File: config.mk
export PLATFORM = sky130hd
export DESIGN_NAME = parity_error_logger
export DESIGN_NICKNAME = d
export VERILOG_FILES = /design/src/rtl/parity_error_logger_pkg.sv /design/src/rtl/parity_error_logger_err_fifo.sv /design/src/rtl/parity_error_logger.sv
export SDC_FILE = /design/constraint.sdc
export NUM_CORES = 1
export LEC_CHECK = 0
export CORE_ASPECT_RATIO = 1.1
export CORE_MARGIN = 10
export CORE_UTILIZATION = 48
export DETAILED_ROUTE_END_ITERATION = 8
export MAX_ROUTING_LAYER = met4
export PLACE_DENSITY = 0.75
export REMOVE_ABC_BUFFERS = 1
export SYNTH_ARGS = -nofsm -noshare
export SYNTH_HDL_FRONTEND = slang
export SYNTH_SLANG_ARGS = --single-unit
File: constraint.sdc
create_clock -name clk -period 2.3 [get_ports clk]
set_input_delay 0.46 -clock clk [delete_from_list [all_inputs] [get_ports clk]]
set_output_delay 0.46 -clock clk [all_outputs]
set_load 0.05 [all_outputs]
File: src/rtl/parity_error_logger_pkg.sv
// Shared types and default widths for the parity error logger slice.
package parity_error_logger_pkg;

   localparam int DEF_DATA_W = 8;
   localparam int DEF_IDX_W  = 4;
   localparam int DEF_CNT_W  = 8;

   typedef enum logic {
      ST_MONITOR = 1'b0,
      ST_ALARM   = 1'b1
   } alarm_state_t;

   typedef struct packed {
      logic [DEF_IDX_W-1:0]  idx;
      logic [DEF_DATA_W-1:0] data;
   } log_entry_t;

endpackage

File: src/rtl/parity_error_logger_err_fifo.sv
// Show-ahead synchronous FIFO holding failing {idx, data} entries.
module parity_error_logger_err_fifo #(
   parameter int WIDTH = 12,
   parameter int DEPTH = 4
) (
   input  logic             clk,
   input  logic             i_rst_n,
   input  logic             i_flush,
   input  logic             i_push,
   input  logic [WIDTH-1:0] i_wdata,
   input  logic             i_pop,
   output logic [WIDTH-1:0] o_rdata,
   output logic             o_full,
   output logic             o_empty
);

   localparam int AW = (DEPTH > 1) ? $clog2(DEPTH) : 1;
   localparam logic [AW:0] FULL_CNT = (AW+1)'(DEPTH);

   logic [WIDTH-1:0] r_mem [DEPTH];
   logic [AW-1:0]    r_wr_ptr;
   logic [AW-1:0]    r_rd_ptr;
   logic [AW:0]      r_count;
   logic             w_pop;
   logic             w_push;

   assign o_empty = (r_count == '0);
   assign o_full  = (r_count == FULL_CNT);
   // A pop frees a slot in the same edge, so a full FIFO can still take a push.
   assign w_pop   = i_pop && !o_empty;
   assign w_push  = i_push && (!o_full || w_pop);
   assign o_rdata = o_empty ? '0 : r_mem[r_rd_ptr];

   always_ff @(posedge clk) begin
      if (!i_rst_n || i_flush) begin
         r_wr_ptr <= '0;
         r_rd_ptr <= '0;
         r_count  <= '0;
      end else begin
         if (w_push) begin
            r_mem[r_wr_ptr] <= i_wdata;
            r_wr_ptr        <= r_wr_ptr + 1'b1;
         end
         if (w_pop) begin
            r_rd_ptr <= r_rd_ptr + 1'b1;
         end
         case ({w_push, w_pop})
            2'b10:   r_count <= r_count + 1'b1;
            2'b01:   r_count <= r_count - 1'b1;
            default: r_count <= r_count;
         endcase
      end
   end

endmodule

File: src/rtl/parity_error_logger.sv
// Counts checked words and parity failures, logs failing words, raises a sticky alarm.
//   state      | meaning
//   ST_MONITOR | counting, err_count below THRESH so far
//   ST_ALARM   | err_count reached THRESH; held until reset/clear
module parity_error_logger
   import parity_error_logger_pkg::*;
#(
   parameter int DATA_W = DEF_DATA_W,
   parameter int IDX_W  = DEF_IDX_W,
   parameter int DEPTH  = 4,
   parameter int THRESH = 3,
   parameter int CNT_W  = DEF_CNT_W
) (
   input  logic              clk,
   input  logic              reset,
   input  logic              in_valid,
   input  logic [DATA_W-1:0] in_data,
   input  logic [IDX_W-1:0]  in_idx,
   input  logic              parity_match,
   input  logic              clear,
   input  logic              log_rd,
   output logic              log_valid,
   output logic [IDX_W-1:0]  log_idx,
   output logic [DATA_W-1:0] log_data,
   output logic [CNT_W-1:0]  word_count,
   output logic [CNT_W-1:0]  err_count,
   output logic              alarm,
   output logic              overflow
);

   localparam logic [CNT_W-1:0] CNT_MAX    = '1;
   localparam logic [CNT_W-1:0] THRESH_CNT = CNT_W'(THRESH);

   alarm_state_t            r_state;
   alarm_state_t            w_state_nxt;
   logic [CNT_W-1:0]        r_word_count;
   logic [CNT_W-1:0]        r_err_count;
   logic                    r_overflow;
   logic                    w_accept;
   logic                    w_err;
   logic                    w_full;
   logic                    w_empty;
   logic                    w_pop_eff;
   logic [IDX_W+DATA_W-1:0] w_head;

   // Clear overrides any concurrent input that cycle.
   assign w_accept  = in_valid && !clear;
   assign w_err     = w_accept && !parity_match;
   assign w_pop_eff = log_rd && !w_empty && !clear;

   parity_error_logger_err_fifo #(
      .WIDTH (IDX_W + DATA_W),
      .DEPTH (DEPTH)
   ) u_err_fifo (
      .clk     (clk),
      .i_rst_n (reset),
      .i_flush (clear),
      .i_push  (w_err),
      .i_wdata ({in_idx, in_data}),
      .i_pop   (log_rd),
      .o_rdata (w_head),
      .o_full  (w_full),
      .o_empty (w_empty)
   );

   always_ff @(posedge clk) begin
      if (!reset || clear) begin
         r_word_count <= '0;
         r_err_count  <= '0;
         r_overflow   <= 1'b0;
      end else begin
         if (w_accept && r_word_count != CNT_MAX) begin
            r_word_count <= r_word_count + 1'b1;
         end
         if (w_err && r_err_count != CNT_MAX) begin
            r_err_count <= r_err_count + 1'b1;
         end
         if (w_err && w_full && !w_pop_eff) begin
            r_overflow <= 1'b1;
         end
      end
   end

   always_ff @(posedge clk) begin
      if (!reset || clear) begin
         r_state <= ST_MONITOR;
      end else begin
         r_state <= w_state_nxt;
      end
   end

   always_comb begin
      w_state_nxt = r_state;
      case (r_state)
         ST_MONITOR: if (r_err_count >= THRESH_CNT) w_state_nxt = ST_ALARM;
         ST_ALARM:   w_state_nxt = ST_ALARM;
         default:    w_state_nxt = ST_MONITOR;
      endcase
   end

   assign log_valid  = !w_empty;
   assign log_idx    = w_head[IDX_W+DATA_W-1:DATA_W];
   assign log_data   = w_head[DATA_W-1:0];
   assign word_count = r_word_count;
   assign err_count  = r_err_count;
   assign alarm      = (r_state == ST_ALARM);
   assign overflow   = r_overflow;

endmodule

==> impl_metrics.json, run 1 <==
{
  "post_drt_via_cell_ratio": 5.350,
  "pin_count_of_the_biggest_net_entering_global_routing": 22,
  "worst_hold_startpoint": "overflow",
  "cp_max_fo": 6,
  "n_fill_cell": 485,
  "post-route-drc-count": 0,
  "floorplan.die.width_microns": 97.02,
  "crit_path_cell_trace": "clkbuf_16, mux4_2, and2_1, buf_4",
  "setup_repair_after_global_routing_missed_its_margin": "false",
  "drive_above_1_share_pct": 23.53,
  "power-per-cell-area_mw_per_mm2": 646.2,
  "setup_viol_count_final": 0,
  "maxCapViolCount": 0,
  "fin_tns_setup_ns": 0,
  "num_antenna_cells": 0,
  "syn_inst": 227,
  "timing.critical_path.from_type": "flop",
  "dp.final_hpwl_mm": 4.300,
  "drt_pass1_iterations": 4,
  "clk_pin_slew_worst_paths_ns": 0.07,
  "crit_type": "flop to output port",
  "timing.critical_path.slowest_stage_cell": "sky130_fd_sc_hd__mux4_2",
  "avgSynthCellArea_sq_um": 13.80,
  "drtIter0Drc": 86,
  "flow.area_growth_from_synthesis_pct": 31.16,
  "place.port_buffers": 48,
  "htree_levels": 3,
  "worst-endpoint-arrival_ns": 1.75,
  "globalplace.congestion": 0.7820,
  "drtAntennaViolNets": 0,
  "worstSetupEndpointType": "output port",
  "finalMaxSlewViolations": 0,
  "wirelength_mm": 6.196,
  "grt_first_pass_wirelength_mm": 10.35,
  "ys_seq_elements": 75,
  "die_ar_sq_mm": 0.01016,
  "final-instance-count-excl-fill": 386,
  "yosysSeqAreaShare_pct": 63.28,
  "max-vdd-ir-drop_uv": 350.9,
  "tritoncts_clock_tree": "done",
  "critical_path_required_ns": 1.84,
  "hold_ws_ns": 0.4999,
  "worst-slew-pin-transition_ns": 0.5169,
  "number_of_distinct_library_cells_after_synthesis": 41,
  "max_freq_mhz": 452.7,
  "finalClockSkew_ns": 0.01047,
  "syn_area_sq_mm": 0.003132,
  "route.vias.total": 2065,
  "hold_buffers": 0,
  "yosys_warnings": 0,
  "status": "finished clean",
  "grt_overflow": 0,
  "report.power.total_mw": 2.654,
  "cts.root.buffer_cell": "sky130_fd_sc_hd__clkbuf_8",
  "slew_headroom_pct": 65.43,
  "final_critical_period_ns": 2.209,
  "cellLeakagePower_nw": 1.449,
  "io_pins": 49,
  "hp-class": "flop to flop",
  "cts-root-to-sink-buffers": 2,
  "worstSkewPairLatency_ns": 0.34,
  "core_area_sq_mm": 0.006269,
  "placed_cells_incl_taps": 369,
  "grt_antenna_before_repair": 0,
  "cts_made_buffers": 9,
  "r2r-start": "u_err_fifo.r_count[0]",
  "cts_sinks": 75,
  "final_nets": 327,
  "initial_core_util_pct": 49.96,
  "final_worst_path_cycle_share_pct": 96.04,
  "cpPeakStageDelay_ns": 0.49,
  "hold_violations": 0,
  "routed_wire_length_per_instance_microns": 16.05,
  "grt.total_usage_pct": 12.82,
  "die_y_microns": 104.7,
  "placementRows": 30,
  "dp_slack_ns": -0.3826,
  "first_global_vias": 2182,
  "setup_slack_ns": 0.09098
}
[critical path, delay by kind of cell, from the launching register on]
kind / cells / cell delay, ns
buffers and inverters: 2 / 0.35
and+or+nand+nor: 1 / 0.17
muxes: 1 / 0.49
DFF: 1 / 0.39
[per-stage QoR]
stage                     instance area [sq um]  util, %
final                                      4108    65.53
after global routing                       4108    65.53
after CTS                                  4066    64.87
after detailed placement                   3841    61.28
after global placement                     3841    61.28
after floorplan                            3105        -
[cells in the mapped netlist, drive strengths merged]
cell type,n,area (sq um)
edfxtp,48,1441
dfxtp,27,540.5
nor2,21,81.33
and2,13,81.33
mux4,12,270.3
nand3,12,60.06
o21ai,10,53.80
inv,9,33.78
nand2,8,30.03
and3,7,43.79
ha,7,87.58
xor2,6,52.55
a21oi,5,25.02
clkbuf,4,15.01
nand4,4,25.02
mux2i,3,30.03
nor3,3,26.28
o211ai,3,22.52
or4,3,22.52
a31o,2,17.52
buf,2,11.26
nor4,2,12.51
or3,2,12.51
xnor2,2,17.52
a211oi,1,7.510
a311oi,1,8.760
and2b,1,8.760
and4bb,1,12.51
fa,1,20.02
nand2b,1,6.260
nand3b,1,7.510
nor2b,1,6.260
nor3b,1,12.51
nor4b,1,8.760
o31ai,1,7.510
or3b,1,11.26
[routing by layer]
| layer | global-route usage (%) | up-vias | part of all wire [%] |
|---|---|---|---|
| met2 | 20.24 | 57 | 49 |
| met1 | 14.25 | 1000 | 42 |
| met5 | - | - | 0 |
| li1 | - | 1000 | - |
| met4 | 4.958 | 0 | 1.4 |
| met3 | 5.138 | 8 | 6.8 |
[worst paths after layout]
kind | to | slack [ns] | cells after the start
min | overflow | 0.50 | 2
max reg2reg | u_err_fifo.r_count[2] | 0.19 | 10
min reg2reg | overflow | 0.50 | 2
max | log_idx[3] | 0.09 | 4
[layout make-up]
cell class / instances / area, sq um / share of cell area, %
sequential: 75 / 1984 / 48.31
multi-input combinational: 137 / 1099 / 26.74
timing repair buffer: 69 / 675.6 / 16.45
clock buffer: 10 / 127.6 / 3.107
tap: 80 / 100.1 / 2.437
clock inverter: 6 / 87.58 / 2.132
inverter: 9 / 33.78 / 0.8224
[cells in the final DEF, fill, tap and decap left out, types with 3 or more instances in the layout]
cell type	instances
sky130_fd_sc_hd__a21oi_1	5
sky130_fd_sc_hd__clkdlybuf4s50_1	34
sky130_fd_sc_hd__o211ai_1	3
sky130_fd_sc_hd__edfxtp_1	48
sky130_fd_sc_hd__and2_1	13
sky130_fd_sc_hd__xor2_1	6
sky130_fd_sc_hd__dfxtp_1	25
sky130_fd_sc_hd__or4_1	3
sky130_fd_sc_hd__mux4_2	12
sky130_fd_sc_hd__buf_4	29
sky130_fd_sc_hd__ha_1	6
sky130_fd_sc_hd__nand4_1	4
sky130_fd_sc_hd__nand2_1	8
sky130_fd_sc_hd__inv_1	9
sky130_fd_sc_hd__buf_12	4
sky130_fd_sc_hd__o21ai_0	6
sky130_fd_sc_hd__and3_1	7
sky130_fd_sc_hd__nand3_1	12
sky130_fd_sc_hd__o21ai_1	3
sky130_fd_sc_hd__mux2i_1	3
sky130_fd_sc_hd__nor2_1	20
sky130_fd_sc_hd__clkbuf_8	9
[registers in the layout, indices dropped and copies added (netlist names), named ones only]
register,flops
err_count,8
alarm,1
u_err_fifo.r_count,3
word_count,8
u_err_fifo.r_wr_ptr,2
overflow,1
u_err_fifo.r_mem,48
u_err_fifo.r_rd_ptr,2
[logic make-up after synthesis]
group	share of synthesized area, %
AND/OR/NAND/NOR	14.98
flip-flops	63.28
adder cells (fa/ha/maj)	3.436
XOR/XNOR	2.237
AO/OA/AOI/OAI	4.555
multiplexers	9.589
buffers and inverters	1.917
[what timing repair did]
action	CTS	global route
gates resized for setup	2	6
setup endpoints to repair	6	7
gates cloned	0	1
endpoints found under the hold margin	0	0
buffers inserted	0	0
pin swaps	0	1
[power breakdown]
group          total [mW]  switching (mW)  internal [mW]
clock                1.08           0.467          0.613
combinational       0.136          0.0713         0.0649
sequential           1.44         0.00418           1.43
(Power assumes the default switching activity.)
==> inputs of run 2 (changes only) <==
CTS_CLUSTER_DIAMETER = 100   (was default)
SLEW_MARGIN = 20   (was default)
==> results of run 2 <==
Final layout, timing and power as in run 1 (identical DEF).
